### src/rtl/sdram_arb_pkg.sv
// Shared types and port indices for the two-port SDRAM command arbiter.
package sdram_arb_pkg;

  typedef enum logic [1:0] {IDLE, CMD, RD_WAIT} arb_state_t;

  // Port 0 is the display prefetch reader, port 1 the framebuffer writer.
  localparam int PORT_DISP = 0;
  localparam int PORT_GEN  = 1;

endpackage

### src/rtl/sdram_arbiter_rr_pick2.sv
// Combinational 2-way picker: urgent display reader first, otherwise
// round-robin against the last served port.
module rr_pick2
  import sdram_arb_pkg::*;
(
  input  logic [1:0] req,
  input  logic       urgent,
  input  logic       last,
  output logic       grant,
  output logic       any
);

  // Urgency overrides fairness; otherwise prefer the port not served last.
  always_comb begin
    any   = |req;
    grant = last;
    if (urgent && req[PORT_DISP]) grant = 1'b0;
    else if (req[~last])          grant = ~last;
  end

endmodule

### src/rtl/sdram_arbiter.sv
// Shares the single sdram command interface between the display reader
// (port 0) and framebuffer writer (port 1). One command in flight at a time;
// ownership is held through read-data return. Every output is registered.
module sdram_arbiter
  import sdram_arb_pkg::*;
#(
  parameter int ADDR_WIDTH = 12,
  parameter int DATA_WIDTH = 32,
  parameter int TIMEOUT    = 64
) (
  input  logic                  clk,
  input  logic                  rst_n,
  input  logic [1:0]            m_req,
  input  logic [1:0]            m_we,
  input  logic [ADDR_WIDTH-1:0] m_addr [2],
  input  logic [DATA_WIDTH-1:0] m_data [2],
  input  logic                  m0_urgent,
  output logic [1:0]            m_ack,
  output logic [1:0]            m_valid,
  output logic [DATA_WIDTH-1:0] m_q,
  output logic                  timeout_err,
  output logic [ADDR_WIDTH-1:0] addr,
  output logic [DATA_WIDTH-1:0] data,
  output logic                  we,
  output logic                  req,
  input  logic                  ack,
  input  logic                  valid,
  input  logic [DATA_WIDTH-1:0] q
);

  // Counter only has to reach TIMEOUT-1.
  localparam int CW = (TIMEOUT > 2) ? $clog2(TIMEOUT) : 1;
  localparam logic [CW-1:0] CNT_LAST = CW'(TIMEOUT - 1);

  arb_state_t            r_state;
  logic                  r_owner;
  logic                  r_last;
  logic [CW-1:0]         r_cnt;
  logic                  r_req;
  logic                  r_we;
  logic [ADDR_WIDTH-1:0] r_addr;
  logic [DATA_WIDTH-1:0] r_data;
  logic [1:0]            r_m_ack;
  logic [1:0]            r_m_valid;
  logic [DATA_WIDTH-1:0] r_m_q;
  logic                  r_tmo;

  logic                  w_grant;
  logic                  w_any;
  logic                  w_expired;

  rr_pick2 u_pick (
    .req    (m_req),
    .urgent (m0_urgent),
    .last   (r_last),
    .grant  (w_grant),
    .any    (w_any)
  );

  assign w_expired = (r_cnt == CNT_LAST);

  // Arbitration FSM: latch winner's command, hold req until ack, then wait
  // for read data; abandon either wait after TIMEOUT cycles.
  always_ff @(posedge clk or negedge rst_n) begin
    if (!rst_n) begin
      r_state   <= IDLE;
      r_owner   <= 1'b0;
      r_last    <= 1'b1;
      r_cnt     <= '0;
      r_req     <= 1'b0;
      r_we      <= 1'b0;
      r_addr    <= '0;
      r_data    <= '0;
      r_m_ack   <= '0;
      r_m_valid <= '0;
      r_m_q     <= '0;
      r_tmo     <= 1'b0;
    end else begin
      // Pulse outputs default low every cycle.
      r_m_ack   <= '0;
      r_m_valid <= '0;
      r_tmo     <= 1'b0;
      case (r_state)
        IDLE: begin
          if (w_any) begin
            r_owner <= w_grant;
            r_last  <= w_grant;
            r_we    <= m_we[w_grant];
            r_addr  <= m_addr[w_grant];
            r_data  <= m_data[w_grant];
            r_req   <= 1'b1;
            r_cnt   <= '0;
            r_state <= CMD;
          end
        end
        CMD: begin
          if (ack) begin
            r_req            <= 1'b0;
            r_m_ack[r_owner] <= 1'b1;
            r_cnt            <= '0;
            r_state          <= r_we ? IDLE : RD_WAIT;
          end else if (w_expired) begin
            // No m_ack: the requester keeps m_req up and retries.
            r_req   <= 1'b0;
            r_tmo   <= 1'b1;
            r_state <= IDLE;
          end else begin
            r_cnt <= r_cnt + CW'(1);
          end
        end
        RD_WAIT: begin
          if (valid) begin
            r_m_q              <= q;
            r_m_valid[r_owner] <= 1'b1;
            r_state            <= IDLE;
          end else if (w_expired) begin
            r_tmo   <= 1'b1;
            r_state <= IDLE;
          end else begin
            r_cnt <= r_cnt + CW'(1);
          end
        end
        default: r_state <= IDLE;
      endcase
    end
  end

  assign req         = r_req;
  assign we          = r_we;
  assign addr        = r_addr;
  assign data        = r_data;
  assign m_ack       = r_m_ack;
  assign m_valid     = r_m_valid;
  assign m_q         = r_m_q;
  assign timeout_err = r_tmo;

endmodule

### config.mk
export PLATFORM = sky130hd
export DESIGN_NAME = sdram_arbiter
export DESIGN_NICKNAME = d
export VERILOG_FILES = /design/src/rtl/sdram_arb_pkg.sv /design/src/rtl/sdram_arbiter_rr_pick2.sv /design/src/rtl/sdram_arbiter.sv
export SDC_FILE = /design/constraint.sdc
export NUM_CORES = 1
export LEC_CHECK = 0
export ABC_AREA = 0
export CAP_MARGIN = 5
export CORE_MARGIN = 3
export CORE_UTILIZATION = 36
export DETAILED_ROUTE_END_ITERATION = 10
export GPL_TIMING_DRIVEN = 0
export PLACE_DENSITY = 0.77
export RECOVER_POWER = 50
export SKIP_CTS_REPAIR_TIMING = 1
export SYNTH_ARGS = -nofsm -noshare
export SYNTH_HDL_FRONTEND = slang
export SYNTH_SLANG_ARGS = --single-unit
### constraint.sdc
create_clock -name clk -period 1.5 [get_ports clk]
set_input_delay 0.3 -clock clk [delete_from_list [all_inputs] [get_ports clk]]
set_output_delay 0.3 -clock clk [all_outputs]
set_load 0.1 [all_outputs]
==> results of run 1 <==
-- worst max path at each step --
| stage | from | endpoint | slack (ps) |
|---|---|---|---|
| 2_1_floorplan | r_state[0]$_DFFE_PN0P_ | r_cnt[0]$_DFFE_PN0P_ | -70 |
| 3_3_place_gp | rst_n | r_cnt[2]$_DFFE_PN0P_ | -3260 |
| 3_5_place_dp | m_req[1] | data[0]$_DFFE_PN0P_ | -500 |
| 4_1_cts | we$_DFFE_PN0P_ | we | -720 |
| 5_1_grt | r_state[0]$_DFFE_PN0P_ | m_q[20]$_DFFE_PN0P_ | -160 |
| 6_report | r_state[1]$_DFFE_PN0P_ | r_cnt[0]$_DFFE_PN0P_ | -110 |
-- metal layers --
layer / vias to the layer above / global-route usage / wire, µm
met5: - / 0 / 0
met4: 0 / 0.0417 / 152
met3: 12 / 0.0513 / 934
met2: 123 / 0.318 / 6080
met1: 1648 / 0.213 / 4710
li1: 1640 / - / -
-- state kept, by name, indices dropped and copies added, names as in the netlist --
| name | count |
|---|---|
| m_q | 32 |
| r_state | 2 |
| m_valid | 2 |
| data | 32 |
| addr | 12 |
| m_ack | 2 |
| r_cnt | 6 |
| we | 1 |
| timeout_err | 1 |
| r_owner | 1 |
| req | 1 |
| r_last | 1 |
-- cell type report --
type	count	area, µm²	area share
Inverter	6	25.0	0.00375
Multi-Input combinational cell	219	1780	0.267
Clock buffer	9	225	0.0338
Clock inverter	7	90.1	0.0135
Sequential cell	93	2330	0.350
Tap cell	140	175	0.0263
Buffer	18	191	0.0287
Timing Repair Buffer	221	1850	0.278
-- placed cells by master (no fill, tap or decap), types with 4 or more instances in the layout --
cell type	count
a21oi_2	4
clkbuf_2	77
clkbuf_4	6
mux2_2	35
o21ai_1	29
clkdlybuf4s50_1	125
buf_2	8
buf_12	5
nor2_1	4
mux2i_2	4
clkbuf_16	11
o21ai_0	17
nand2_1	47
buf_6	5
inv_1	4
buf_4	7
dfrtp_1	91
mux2i_1	39
a21oi_1	4
-- logic make-up after synthesis --
kind of cell	count (synthesis)	synth area share
AO/OA/AOI/OAI	71	0.101
adder cells (fa/ha/maj)	5	0.0153
buffers and inverters	24	0.0394
flip-flops	93	0.568
multiplexers	80	0.206
AND/OR/NAND/NOR	63	0.0702
-- worst reg2reg max path, cell delays in order, from the launching register on --
cell	delay [ps]
dfrtp_1	440
inv_2	120
ha_4	150
nor3b_4	280
a211oi_4	80
nor3b_4	170
mux2_2	260
-- Yosys cell counts --
library cell / n / area (µm²)
o31ai_2: 1 / 12.5
o21a_2: 1 / 8.76
and3_1: 3 / 18.8
a21o_1: 2 / 15.0
a22o_1: 2 / 17.5
and2_1: 2 / 12.5
dfrtp_1: 92 / 2300
o21ai_0: 19 / 95.1
buf_2: 8 / 40.0
nor2b_1: 1 / 6.26
a22o_2: 1 / 10.0
a31oi_1: 2 / 12.5
buf_6: 1 / 11.3
buf_4: 2 / 15.0
nand3_1: 1 / 5.00
a41o_1: 1 / 10.0
clkbuf_1: 2 / 7.51
nor3b_2: 1 / 12.5
buf_12: 2 / 40.0
and3_4: 1 / 11.3
nor3b_1: 1 / 7.51
inv_1: 6 / 22.5
a21oi_1: 8 / 40.0
buf_8: 1 / 15.0
mux2i_1: 45 / 450
nand2_1: 48 / 180
a211oi_4: 1 / 20.0
mux2_2: 35 / 394
dfstp_2: 1 / 26.3
nor2_1: 4 / 15.0
a31o_2: 2 / 17.5
o21ai_1: 31 / 155
clkbuf_2: 2 / 10.0
nor3b_4: 1 / 18.8
ha_1: 5 / 62.6
-- per-stage QoR --
step           setup WS [ps]  cells
5_1_grt                 -159    713
3_5_place_dp            -496    688
4_1_cts                 -720    704
3_3_place_gp           -3260    687
6_report                -115    713
2_1_floorplan          -68.8    336
==> metrics.txt, run 1 <==
Worst Reg-to-Reg Cells 6; launching element type of the critical path flop; Peak Freq 619 MHz; Die ar. 12700 µm²; Remaining DRCs 0; accumulated negative setup slack -1900 ps; outcome finished, violations left; violated checks negative setup slack; Worst Path Arrival 1830 ps; clock insertion delay at the later pin of the skew report 330 ps; delay-heaviest family, CP simple AND/OR/NAND/NOR gates; fraction of layout cells with a size suffix above 1 0.346; number of stages on the worst setup path 6; filler cell count 953; final setup violating endpoints 37; final HPWL from detailed placement 9.08 mm; cell chain of the critical path inv_2 -> ha_4 -> nor3b_4 -> a211oi_4 -> nor3b_4 -> mux2_2; antenna violations before repair 0; Avg Inst Size Synth 12.2 µm²; Final Cycle Share 1.08; final hold violation count 0; vias post-DR 3423; # IOs 212; area added between synthesis and finish 62.6%; Chip Height 113 µm; sum of buffers and inverters on the critical path 1; share of the yosys chip area belonging to registers 0.568; number of antenna cells inserted 0; GP Congestion 0.800; Hold Crit Start data[29]$_DFFE_PN0P_; count of antenna-violating nets left after detailed routing 0; Most Frequent Cell on Critical Path nor3b_4; vias in the first global route 3598; TritonRoute pass-1 iters 4; unrepaired setup endpoints after global routing yes; Net count, final 702; maximum level of the CTS H-tree 3; worst path setup slack after routing -115 ps; CP max stage cell dfrtp_1; total non-filler cell area in the finished layout 6670 µm²; total number of yosys warnings 0; horizontal extent of the die 113 µm; Buffers on Ports 211; net count of the mapped netlist 470; Worst R2R End r_cnt[0]$_DFFE_PN0P_; maximum number of pins on one net before global-route repair 58; type of the most critical hold path reg2reg; number of cell rows 38; global-route wire length before repair 18.3 mm; Synth Instances 336; worst max-slew margin expressed relative to the limit 0.425; library cells used by synthesis 35; Slew Viols, Final 0; placed cell area 6420 µm²; Max Root-Sink Buffers 2; CTS tree built; worst setup path class reg2reg; cell depth of the worst min-delay path 2; Reg2Reg Setup Slack -110 ps; post-layout util 0.607; total global routing overflow 0; overall fraction of global-route tracks in use 0.178; Routed wire per std cell 16.7 µm; reg2reg start r_state[1]$_DFFE_PN0P_; required time at the endpoint of the critical path 1720 ps; root buffer cell clkbuf_16; transition time of the tightest slew-check pin 863 ps; Seq cells post-synth 93; Mapped Area 4100 µm²; CTS clk-pin slew, worst paths 70 ps; number of CTS-inserted buffers 9; min cycle time layout 1610 ps; total of max-cap violations 0; aggregate routed wire length 11.9 mm; Core Area 11000 µm²; largest stage delay on the critical path 440 ps; clock skew after layout 6.48 ps; worst slack on hold paths 480 ps; kind of end point of the critical path flop; total number of clock tree sinks 93; Hold Path End data[29]$_DFFE_PN0P_; worst-path maximum fanout 4; violation count after the first detailed-route iteration 90; initial cell density of the core 0.373; post-DR vias/cell 4.80
Power of run 1 is not shown: default switching activity piles up to over one toggle a cycle in this logic, so the estimate is an artifact.
==> inputs of run 2 (changes only) <==
Settings changed: CORE_ASPECT_RATIO set to 0.8.
==> metrics.txt, run 2 (same netlist as run 1, synthesis figures left out) <==
vias in the first global route 3505; reg2reg start r_state[0]$_DFFE_PN0P_; maximum number of pins on one net before global-route repair 74; Die ar. 12700 µm²; Peak Freq 608 MHz; violated checks negative setup slack; unrepaired setup endpoints after global routing yes; Worst Setup SP r_state[0]$_DFFE_PN0P_; Net count, final 703; final setup violating endpoints 35; Core Area 11000 µm²; outcome finished, violations left; TritonRoute pass-1 iters 4; violation count after the first detailed-route iteration 136; clock insertion delay at the later pin of the skew report 330 ps; post-DR vias/cell 4.80; total global routing overflow 0; type of the most critical hold path reg2reg; Hold Crit Start data[9]$_DFFE_PN0P_; Chip Height 101 µm; root buffer cell clkbuf_16; CTS tree built; worst path setup slack after routing -144 ps; CTS clk-pin slew, worst paths 70 ps; initial cell density of the core 0.373; maximum level of the CTS H-tree 3; Worst Path Arrival 1860 ps; worst setup path class reg2reg; Final Cycle Share 1.10; area added between synthesis and finish 62.2%; # IOs 212; CP max stage cell dfrtp_2; number of CTS-inserted buffers 9; Slew Viols, Final 0; count of antenna-violating nets left after detailed routing 0; kind of end point of the critical path flop; required time at the endpoint of the critical path 1720 ps; vias post-DR 3445; overall fraction of global-route tracks in use 0.175; horizontal extent of the die 125 µm; Remaining DRCs 0; final HPWL from detailed placement 9.04 mm; total of max-cap violations 0; worst max-slew margin expressed relative to the limit 0.607; number of antenna cells inserted 0; total number of clock tree sinks 93; final hold violation count 0; clock skew after layout 5.90 ps; Routed wire per std cell 16.6 µm; GP Congestion 0.826; worst-path maximum fanout 5; transition time of the tightest slew-check pin 589 ps; most common cell after layout, fill and taps aside clkdlybuf4s50_1; launching element type of the critical path flop; number of cell rows 34; cell chain of the critical path inv_4 -> ha_4 -> nor3b_4 -> a211oi_4 -> o21ai_2 -> mux2_2; post-layout util 0.606; fraction of layout cells with a size suffix above 1 0.355; Max Root-Sink Buffers 2; largest stage delay on the critical path 440 ps; antenna violations before repair 0; highest-count cells in the layout ignoring fill and taps clkdlybuf4s50_1 (125), dfrtp_1 (90), clkbuf_2 (69); aggregate routed wire length 11.9 mm; min cycle time layout 1640 ps; Buffers on Ports 211; global-route wire length before repair 17.9 mm
## run 2: changes by cell type in the layout (fill, tap and decap cells not counted), sizes merged
cell	previous run	this run
clkbuf	94	86
clkinvlp	0	3
clkinv	2	0
inv	10	9
buf	26	35
## run 2: worst paths after layout
| check | slack [ps] | to | cells past startpoint |
|---|---|---|---|
| worst min register to register | 480 | data[9]$_DFFE_PN0P_ | 2 |
| min in group asynchronous | 500 | r_cnt[2]$_DFFE_PN0P_ | 2 |
| worst max register to register | -140 | r_cnt[0]$_DFFE_PN0P_ | 6 |
| max in group asynchronous | 230 | r_last$_DFFE_PN1P_ | 3 |
| worst max-delay path | -140 | r_cnt[0]$_DFFE_PN0P_ | 6 |
| worst min-delay path | 480 | data[9]$_DFFE_PN0P_ | 2 |
## run 2: area by class of cell
cell class                      instances  area, µm²
Buffer                                 17        173
Clock buffer                            9        225
Clock inverter                          7       78.8
Fill cell                             935       4330
Inverter                                6       27.5
Multi-Input combinational cell        219       1780
Sequential cell                        93       2330
Tap cell                              144        180
Timing Repair Buffer                  223       1850
## run 2: metrics by stage
step	setup TNS [ps]	setup slack [ps]	hold slack (ps)	cell area [µm²]	instances
final	-2850	-144	480	6650	718
after global routing	-5980	-248	506	6650	718
after CTS	-66910	-715	-149	6730	708
after detailed placement	-52850	-456	212	6430	692
after global placement	-352990	-3280	460	6400	691
after floorplan	-144	-68.8	4.41	4110	336
## run 2: critical path, delay by kind of cell, from the launching register on
kind,cells,cell delay (ps)
AOI/OAI and AO/OA,2,440
adders and majority gates,1,170
and+or+nand+nor,1,160
buffers and inverters,1,60
muxes,1,270
DFF,1,440
## run 2: metal layers
metal	up-vias	part of all wire	global-route usage
li1	1651	-	-
met1	1662	0.41	0.202
met2	114	0.51	0.318
met3	18	0.065	0.0596
met4	0	0.015	0.0400
met5	-	0	0
Power of run 2 is left out for the same reason.
==> inputs of run 3 (changes only) <==
Settings changed: CORE_ASPECT_RATIO 0.8 to unset, SLEW_MARGIN set to 30.
==> metrics.txt, run 3 (same netlist as run 1, synthesis figures left out) <==
type of the most critical hold path reg2reg; CTS tree built; count of antenna-violating nets left after detailed routing 0; clock insertion delay at the later pin of the skew report 330 ps; final HPWL from detailed placement 9.06 mm; Chip Height 113 µm; outcome finished, violations left; global-route wire length before repair 18.2 mm; horizontal extent of the die 113 µm; Worst Path Arrival 1860 ps; maximum number of pins on one net before global-route repair 58; violated checks negative setup slack; post-layout util 0.615; worst path setup slack after routing -141 ps; final setup violating endpoints 39; Peak Freq 609 MHz; busiest layer in global routing met2; vias post-DR 3457; placed cell area 6420 µm²; Remaining DRCs 0; clock skew after layout 6.60 ps; vias in the first global route 3532; worst setup path class reg2reg; Routed wire per std cell 16.8 µm; kind of end point of the critical path flop; Max Root-Sink Buffers 2; Slew Viols, Final 0; GR Util met3 0.0476; Core Area 11000 µm²; worst slack on hold paths 480 ps; fraction of layout cells with a size suffix above 1 0.341; most common cell after layout, fill and taps aside clkdlybuf4s50_1; total number of clock tree sinks 93; Final Cycle Share 1.09; met2 Usage GRT 0.315; worst-path maximum fanout 4; maximum level of the CTS H-tree 3; Buffers on Ports 211; number of CTS-inserted buffers 9; total non-filler cell area in the finished layout 6760 µm²; number of cell rows 38; area added between synthesis and finish 64.9%; worst max-slew margin expressed relative to the limit 0.428; unrepaired setup endpoints after global routing yes; root buffer cell clkbuf_16; Net count, final 710; highest-count cells in the layout ignoring fill and taps clkdlybuf4s50_1 (125), dfrtp_1 (91), clkbuf_2 (77); min cycle time layout 1640 ps; initial cell density of the core 0.373; # IOs 212; Die ar. 12700 µm²; post-DR vias/cell 4.79; transition time of the tightest slew-check pin 858 ps; antenna violations before repair 0; required time at the endpoint of the critical path 1720 ps; final hold violation count 0; aggregate routed wire length 12.1 mm; total of max-cap violations 0; global-route track usage on met1 0.217; launching element type of the critical path flop; overall fraction of global-route tracks in use 0.177; GP Congestion 0.800; number of antenna cells inserted 0; TritonRoute pass-1 iters 4; total global routing overflow 0; CTS clk-pin slew, worst paths 70 ps; filler cell count 956; violation count after the first detailed-route iteration 101
run 3: cell types whose count changed in the layout (fill, tap and decap cells not counted), sizes merged:
cell and delta:
inv +1, clkinvlp -3, clkbuf +11, buf -4, clkinv +2
run 3: final cells by class:
cell class / instances / area (µm²) / share of cell area
Buffer: 18 / 204 / 0.0302
Tap cell: 140 / 175 / 0.0259
Clock buffer: 9 / 225 / 0.0333
Multi-Input combinational cell: 219 / 1740 / 0.257
Clock inverter: 7 / 90.1 / 0.0133
Sequential cell: 93 / 2330 / 0.345
Timing Repair Buffer: 229 / 1970 / 0.292
Inverter: 6 / 25.0 / 0.00370
run 3: through the flow:
| stage | worst slack (ps) | TNS [ps] | instances |
|---|---|---|---|
| finish | -141 | -1840 | 721 |
| global placement | -3260 | -353060 | 687 |
| floorplan | -68.8 | -144 | 336 |
| global route | -191 | -8030 | 721 |
| detailed placement | -472 | -52630 | 688 |
| CTS | -721 | -66870 | 704 |
run 3: per-layer routing:
metal,part of all wire,routed length [µm]
met1,0.41,4930
met2,0.52,6250
met3,0.065,791
met4,0.013,157
met5,0,0
run 3: worst paths after layout:
kind	startpoint	end	slack [ps]	cells past startpoint
min reg2reg	data[7]$_DFFE_PN0P_	data[7]$_DFFE_PN0P_	480	2
min in group asynchronous	rst_n	addr[2]$_DFFE_PN0P_	620	2
min	data[7]$_DFFE_PN0P_	data[7]$_DFFE_PN0P_	480	2
max in group asynchronous	rst_n	r_last$_DFFE_PN1P_	70	3
max reg2reg	r_state[1]$_DFFE_PN0P_	r_cnt[0]$_DFFE_PN0P_	-140	6
max	r_state[1]$_DFFE_PN0P_	r_cnt[0]$_DFFE_PN0P_	-140	6
run 3: critical path: stages (launching register included):
cell and delay, ps:
dfrtp_1 430, inv_2 120, ha_4 160, nor3b_4 290
a211oi_4 80, nor3b_4 180, mux2_4 270
Power of run 3 is left out for the same reason.
